### config.mk
export PLATFORM = sky130hd
export DESIGN_NAME = dmem_bridge
export DESIGN_NICKNAME = d
export VERILOG_FILES = /design/src/rtl/dmem_bridge_pkg.sv /design/src/rtl/load_align.sv /design/src/rtl/dmem_bridge.sv
export SDC_FILE = /design/constraint.sdc
export NUM_CORES = 1
export LEC_CHECK = 0
export ABC_AREA = 1
export CORE_UTILIZATION = 44
export CTS_BUF_LIST = sky130_fd_sc_hd__clkbuf_16
export DETAILED_ROUTE_END_ITERATION = 12
export PLACE_DENSITY_LB_ADDON = 0.08
export SLEW_MARGIN = 20
export SYNTH_ARGS = -nofsm -noshare
export SYNTH_HDL_FRONTEND = slang
export SYNTH_SLANG_ARGS = --single-unit
### constraint.sdc
create_clock -name clk -period 2.54 [get_ports clk]
set_clock_uncertainty 0.1 [all_clocks]
set_input_delay 0.508 -clock clk [delete_from_list [all_inputs] [get_ports clk]]
set_output_delay 0.508 -clock clk [all_outputs]
set_load 0.01 [all_outputs]
### src/rtl/dmem_bridge_pkg.sv
// Shared types for the data-memory bridge: funct3 encodings, FSM states, bus command.
// No logic of its own.
package dmem_bridge_pkg;

  localparam int DMEM_TIMEOUT = 16;

  typedef enum logic [2:0] {
    LB  = 3'b000,
    LH  = 3'b001,
    LW  = 3'b010,
    LBU = 3'b100,
    LHU = 3'b101
  } memFunct3_e;

  // Store encodings share values with the signed loads.
  localparam memFunct3_e SB = LB;
  localparam memFunct3_e SH = LH;
  localparam memFunct3_e SW = LW;

  typedef enum logic [1:0] {
    IDLE,
    REQ,
    WAIT_RESP,
    DONE
  } dmemState_e;

  typedef struct packed {
    logic        we;
    logic [31:0] addr;
    logic [3:0]  be;
    logic [31:0] wdata;
    logic [1:0]  off;
    logic [2:0]  funct3;
  } mem_cmd_t;

  function automatic logic access_legal(logic rd, logic wr, logic [2:0] f3, logic [1:0] off);
    logic f3_ok;
    logic align_ok;
    f3_ok    = wr ? (f3 inside {3'b000, 3'b001, 3'b010})
                  : (f3 inside {3'b000, 3'b001, 3'b010, 3'b100, 3'b101});
    align_ok = (f3[1:0] == 2'b00) ||
               (f3[1:0] == 2'b01 && !off[0]) ||
               (f3[1:0] == 2'b10 && off == 2'b00);
    return !(rd && wr) && f3_ok && align_ok;
  endfunction

endpackage

### src/rtl/load_align.sv
// Load data extraction: selects byte/halfword lane from the read word and extends it.
// Purely combinational, no backpressure.
module load_align
  import dmem_bridge_pkg::*;
(
  input  logic [31:0] word,
  input  logic [1:0]  off,
  input  logic [2:0]  funct3,
  output logic [31:0] data
);

  logic [7:0]  byte_sel;
  logic [15:0] half_sel;

  always_comb begin
    byte_sel = word[7:0];
    case (off)
      2'd1:    byte_sel = word[15:8];
      2'd2:    byte_sel = word[23:16];
      2'd3:    byte_sel = word[31:24];
      default: byte_sel = word[7:0];
    endcase
    half_sel = off[1] ? word[31:16] : word[15:0];

    data = word;
    case (memFunct3_e'(funct3))
      LB:      data = {{24{byte_sel[7]}}, byte_sel};
      LH:      data = {{16{half_sel[15]}}, half_sel};
      LBU:     data = {24'd0, byte_sel};
      LHU:     data = {16'd0, half_sel};
      default: data = word;
    endcase
  end

endmodule

### src/rtl/dmem_bridge.sv
// MA-stage load/store to req/gnt/rvalid bus bridge; min latency 3 cycles (issue, wait, done).
// Pipeline stalls via data_ready=0 while the bus is busy; bus stalls via mem_gnt/mem_rvalid, bounded by TIMEOUT.
module dmem_bridge
  import dmem_bridge_pkg::*;
#(
  parameter int TIMEOUT = DMEM_TIMEOUT
) (
  input  logic        clk,
  input  logic        rst_n,
  input  logic        clk_en,
  input  logic        data_rd_en_ma,
  input  logic        data_wr_en_ma,
  input  logic [2:0]  funct3_ma,
  input  logic [31:0] addr_ma,
  input  logic [31:0] wr_data_ma,
  output logic [31:0] rd_data_ma,
  output logic        data_ready,
  output logic        misaligned,
  output logic        bus_err,
  output logic        mem_req,
  output logic        mem_we,
  output logic [31:0] mem_addr,
  output logic [3:0]  mem_be,
  output logic [31:0] mem_wdata,
  input  logic        mem_gnt,
  input  logic        mem_rvalid,
  input  logic [31:0] mem_rdata
);

  localparam int CW = $clog2(TIMEOUT + 1);

  dmemState_e    state_q, state_d;
  logic [CW-1:0] cnt_q;
  mem_cmd_t      cmd_d, cmd_q;
  logic [31:0]   rdata_q, load_data;
  logic          access, legal, timeout;
  logic          launch, capture, req_c, mis_c, berr_c;

  assign access = data_rd_en_ma | data_wr_en_ma;
  assign legal  = access_legal(data_rd_en_ma, data_wr_en_ma, funct3_ma, addr_ma[1:0]);

  always_comb begin
    cmd_d        = '0;
    cmd_d.we     = data_wr_en_ma;
    cmd_d.addr   = {addr_ma[31:2], 2'b00};
    cmd_d.off    = addr_ma[1:0];
    cmd_d.funct3 = funct3_ma;
    cmd_d.be     = 4'b1111;
    cmd_d.wdata  = wr_data_ma;
    if (data_wr_en_ma) begin
      case (funct3_ma[1:0])
        2'b00: begin
          cmd_d.be    = 4'b0001 << addr_ma[1:0];
          cmd_d.wdata = {4{wr_data_ma[7:0]}};
        end
        2'b01: begin
          cmd_d.be    = 4'b0011 << addr_ma[1:0];
          cmd_d.wdata = {2{wr_data_ma[15:0]}};
        end
        default: ;
      endcase
    end
  end

  assign timeout = (state_q == REQ || state_q == WAIT_RESP) && (cnt_q == CW'(TIMEOUT - 1));

  always_comb begin
    state_d    = state_q;
    req_c      = 1'b0;
    data_ready = 1'b0;
    mis_c      = 1'b0;
    berr_c     = 1'b0;
    launch     = 1'b0;
    capture    = 1'b0;
    case (state_q)
      IDLE: begin
        if (!access) begin
          data_ready = 1'b1;
        end else if (!legal) begin
          mis_c      = 1'b1;
          data_ready = 1'b1;
        end else begin
          req_c   = 1'b1;
          launch  = 1'b1;
          state_d = mem_gnt ? WAIT_RESP : REQ;
        end
      end
      REQ: begin
        if (timeout) begin
          berr_c     = 1'b1;
          data_ready = 1'b1;
          state_d    = IDLE;
        end else begin
          req_c = 1'b1;
          if (mem_gnt) state_d = WAIT_RESP;
        end
      end
      WAIT_RESP: begin
        // A response arriving on the expiry cycle still completes normally.
        if (mem_rvalid) begin
          capture = 1'b1;
          state_d = DONE;
        end else if (timeout) begin
          berr_c     = 1'b1;
          data_ready = 1'b1;
          state_d    = IDLE;
        end
      end
      DONE: begin
        data_ready = 1'b1;
        state_d    = IDLE;
      end
      default: state_d = IDLE;
    endcase
  end

  always_ff @(posedge clk or negedge rst_n) begin
    if (!rst_n) begin
      state_q <= IDLE;
      cnt_q   <= '0;
      cmd_q   <= '0;
      rdata_q <= '0;
    end else if (clk_en) begin
      state_q <= state_d;
      if (state_q == REQ || state_q == WAIT_RESP) cnt_q <= cnt_q + 1'b1;
      else                                         cnt_q <= '0;
      if (launch)  cmd_q   <= cmd_d;
      if (capture) rdata_q <= load_data;
    end
  end

  load_align u_load_align (
    .word   (mem_rdata),
    .off    (cmd_q.off),
    .funct3 (cmd_q.funct3),
    .data   (load_data)
  );

  // Bus handshakes only count on enabled cycles, so gate the strobes.
  assign mem_req    = req_c & clk_en;
  assign misaligned = mis_c & clk_en;
  assign bus_err    = berr_c & clk_en;

  assign mem_we     = (state_q == IDLE) ? cmd_d.we    : cmd_q.we;
  assign mem_addr   = (state_q == IDLE) ? cmd_d.addr  : cmd_q.addr;
  assign mem_be     = (state_q == IDLE) ? cmd_d.be    : cmd_q.be;
  assign mem_wdata  = (state_q == IDLE) ? cmd_d.wdata : cmd_q.wdata;
  assign rd_data_ma = (state_q == DONE) ? rdata_q : '0;

endmodule
==> results.py <==
metrics = {
    "status": {
        "status": "finished clean",
    },
    "setup_path": {
        "worstPathRequired_ns": 1.93,
        "start_kind": "flip-flop",
        "cp_data_arrival_time_ns": 1.86,
        "critPathCaptureType": "output port",
        "path_max_fanout": 3,
        "critPathKind": "reg -> out",
    },
    "floorplan": {
        "coreArea_um2": 14500,
        "die_area_um2": 15400,
        "ioPinCount": 211,
        "start_util_pct": 45.2,
        "rows": 44,
        "die_h_um": 124,
        "dieWidth_um": 124,
    },
    "synthesis": {
        "synth_seq_cells": 111,
        "async_flop_share_pct": 100,
        "synthesis.area_um2": 6570,
        "yosys.area.top_type": "dfrtp_1",
        "synth.distinct_cells": 30,
        "synthTopCellsByArea": "dfrtp_1 42%, nand2_1 20%, inv_1 7.5%",
        "yosysSeqAreaShare_pct": 42.3,
        "yosysMostFrequentCell": "nand2_1",
        "synthTopCellsByCount": "348 x nand2_1, 132 x inv_1, 111 x dfrtp_1",
        "avgSynthCellArea_um2": 6.82,
        "synth_flop_cell": "dfrtp_1",
        "synth_enable_flop_cells": 0,
        "synth_top_area_share_pct": 42.3,
        "synth_cells": 963,
        "ys_warn_count": 0,
    },
    "global_route": {
        "grt.met3_usage_pct": 7.51,
        "gr-usage-met1_pct": 33.3,
        "grtUsageMet2_pct": 39.8,
        "grt_first_pass_wirelength_mm": 30.0,
        "grt_max_degree": 61,
        "grt_pass1_vias": 6061,
        "grtUsageTotal_pct": 25.2,
        "overflow": 0,
        "antenna_found_initial": 3,
        "top_usage_layer": "met2",
    },
    "run": {
        "maxCapViolCount": 0,
    },
    "timing": {
        "setup_viol": 0,
        "worstMarginPinSlew_ns": 0.565,
        "period_share_pct": 97.1,
        "finalHoldViolations": 0,
        "max_freq_ghz": 0.406,
        "hold-worst-slack_ns": 0.381,
        "finalMaxSlewViolations": 0,
        "tns_ns": 0,
        "grt_setup_unrepaired": "yes",
        "slew_headroom_pct": 62.3,
        "post-route-min-period_ns": 2.47,
    },
    "placed_design": {
        "dp_hpwl_mm": 13.4,
        "io_buffers": 208,
        "routabilityCongestion": 0.881,
    },
    "drt": {
        "viasPerCell": 4.90,
        "wirelength_mm": 18.9,
        "vias": 6772,
        "ant_nets": 0,
        "post_drt_wl_per_cell_um": 13.7,
        "firstDrtPassIters": 5,
        "drc": 0,
        "drt_iter0_drc": 481,
    },
    "layout": {
        "fillers": 1364,
        "drive_above_1_share_pct": 11.1,
        "fin_nets": 1302,
        "syn2layout_area_growth_pct": 44.8,
    },
    "clock_tree": {
        "cts_tree": "done",
        "clkTransAtPathRegs_ns": 0.07,
        "htree_levels": 3,
        "cts_buffers": 9,
        "clkLatencyLatePin_ns": 0.36,
        "clock_sinks": 111,
        "cts_buffer_depth": 2,
        "root_buffer": "clkbuf_16",
    },
    "power_and_ir_drop": {
        "irDropWorstVdd_v": 0.000631,
        "power.density_nw_per_um2": 1040,
        "leakagePower_nw": 5.16,
    },
    "worst_hold_path": {
        "hp-class": "reg -> reg",
    },
}
==> timing repair <==
action | CTS | global route
hold endpoints to repair | 23 | 0
pin swaps | 3 | 2
endpoints found under the setup margin | 75 | 37
cloned | 2 | 0
hold buffers | 1 | 0
buffers inserted | 4 | 2
gates resized for setup | 121 | 62
==> layout make-up <==
| type | count | area, um^2 | share of cell area [%] |
|---|---|---|---|
| antenna | 2 | 5.00 | 0.0526 |
| timing repair buffer | 274 | 2660 | 28.0 |
| sequential | 111 | 2780 | 29.2 |
| clock inverter | 7 | 72.6 | 0.763 |
| inverter | 135 | 507 | 5.33 |
| clock buffer | 9 | 225 | 2.37 |
| multi-input combinational | 659 | 3030 | 31.9 |
| tap | 184 | 230 | 2.42 |
==> metrics by stage <==
step / instance area, um^2 / setup slack (ns) / power [mW] / utilization [%] / instances
floorplan: 6570 / 0.394 / 5.98 / - / 964
global placement: 9100 / -0.386 / 8.66 / 62.6 / 1354
detailed placement: 9100 / -0.408 / 8.70 / 62.6 / 1354
CTS: 9460 / -0.0251 / 9.88 / 65.1 / 1377
global route: 9510 / -0.130 / 10.7 / 65.4 / 1380
finish: 9510 / 0.0741 / 9.87 / 65.4 / 1381
==> logic make-up after synthesis <==
group / Yosys count / synth area share (%)
DFF: 111 / 42.3
adders and majority gates: 6 / 1.14
other: 1 / 0.0571
and+or+nand+nor: 441 / 27.4
buffers and inverters: 194 / 12.4
AOI/OAI and AO/OA: 210 / 16.7
==> path summary, 6_finish.rpt <==
check	from	to	slack [ns]	cells after the start
min reg2reg	rdata_q[13]	rdata_q[13]	0.38	2
max reg2reg	state_q[1]	cmd_q[24]	0.61	9
max	cnt_q[0]	data_ready	0.07	9
min in group asynchronous	rst_n	cnt_q[2]	0.52	2
min	rdata_q[13]	rdata_q[13]	0.38	2
max in group asynchronous	rst_n	cmd_q[4]	1.20	3
==> critical path, cell delays in order (launching register included) <==
cell and delay [ns]:
dfrtp_1 0.36, ha_2 0.19, inv_1 0.07, nor3_2 0.11, ha_1 0.18, nand2_2 0.07, a21oi_2 0.14, o21ai_1 0.08
nand3_1 0.07, clkdlybuf4s15_2 0.24
==> report_power, final <==
group / internal [mW] / switching (mW) / total (mW)
combinational: 2.47 / 2.95 / 5.42
clock: 0.768 / 0.682 / 1.45
sequential: 2.61 / 0.386 / 3.00
==> layout by cell type (no fill, tap or decap), drive strengths merged, types with 2 or more instances in the layout <==
| cell type | instances |
|---|---|
| o21ai | 146 |
| conb | 2 |
| bufbuf | 2 |
| or2 | 16 |
| a21oi | 37 |
| nand2 | 349 |
| a31oi | 17 |
| clkdlybuf4s50 | 111 |
| dfrtp | 111 |
| diode | 2 |
| nand4 | 3 |
| clkdlybuf4s15 | 14 |
| clkbuf | 20 |
| nor3 | 6 |
| buf | 66 |
| dlymetal6s2s | 12 |
| dlygate4sd2 | 57 |
| o211ai | 8 |
| nor2 | 22 |
| inv | 136 |
| clkinv | 4 |
| ha | 6 |
| nand3 | 41 |
==> registers in the layout (all words and copies together) (netlist names) <==
| signal | count |
|---|---|
| cnt_q | 5 |
| state_q | 2 |
| rdata_q | 32 |
| cmd_q | 72 |
==> routing by layer <==
layer / vias up / wire length [um]
met2: 199 / 8630
met1: 3055 / 8510
met3: 29 / 1390
met4: 2 / 379
met5: - / 10
li1: 3487 / -
Power figures use the tool's default switching activity.
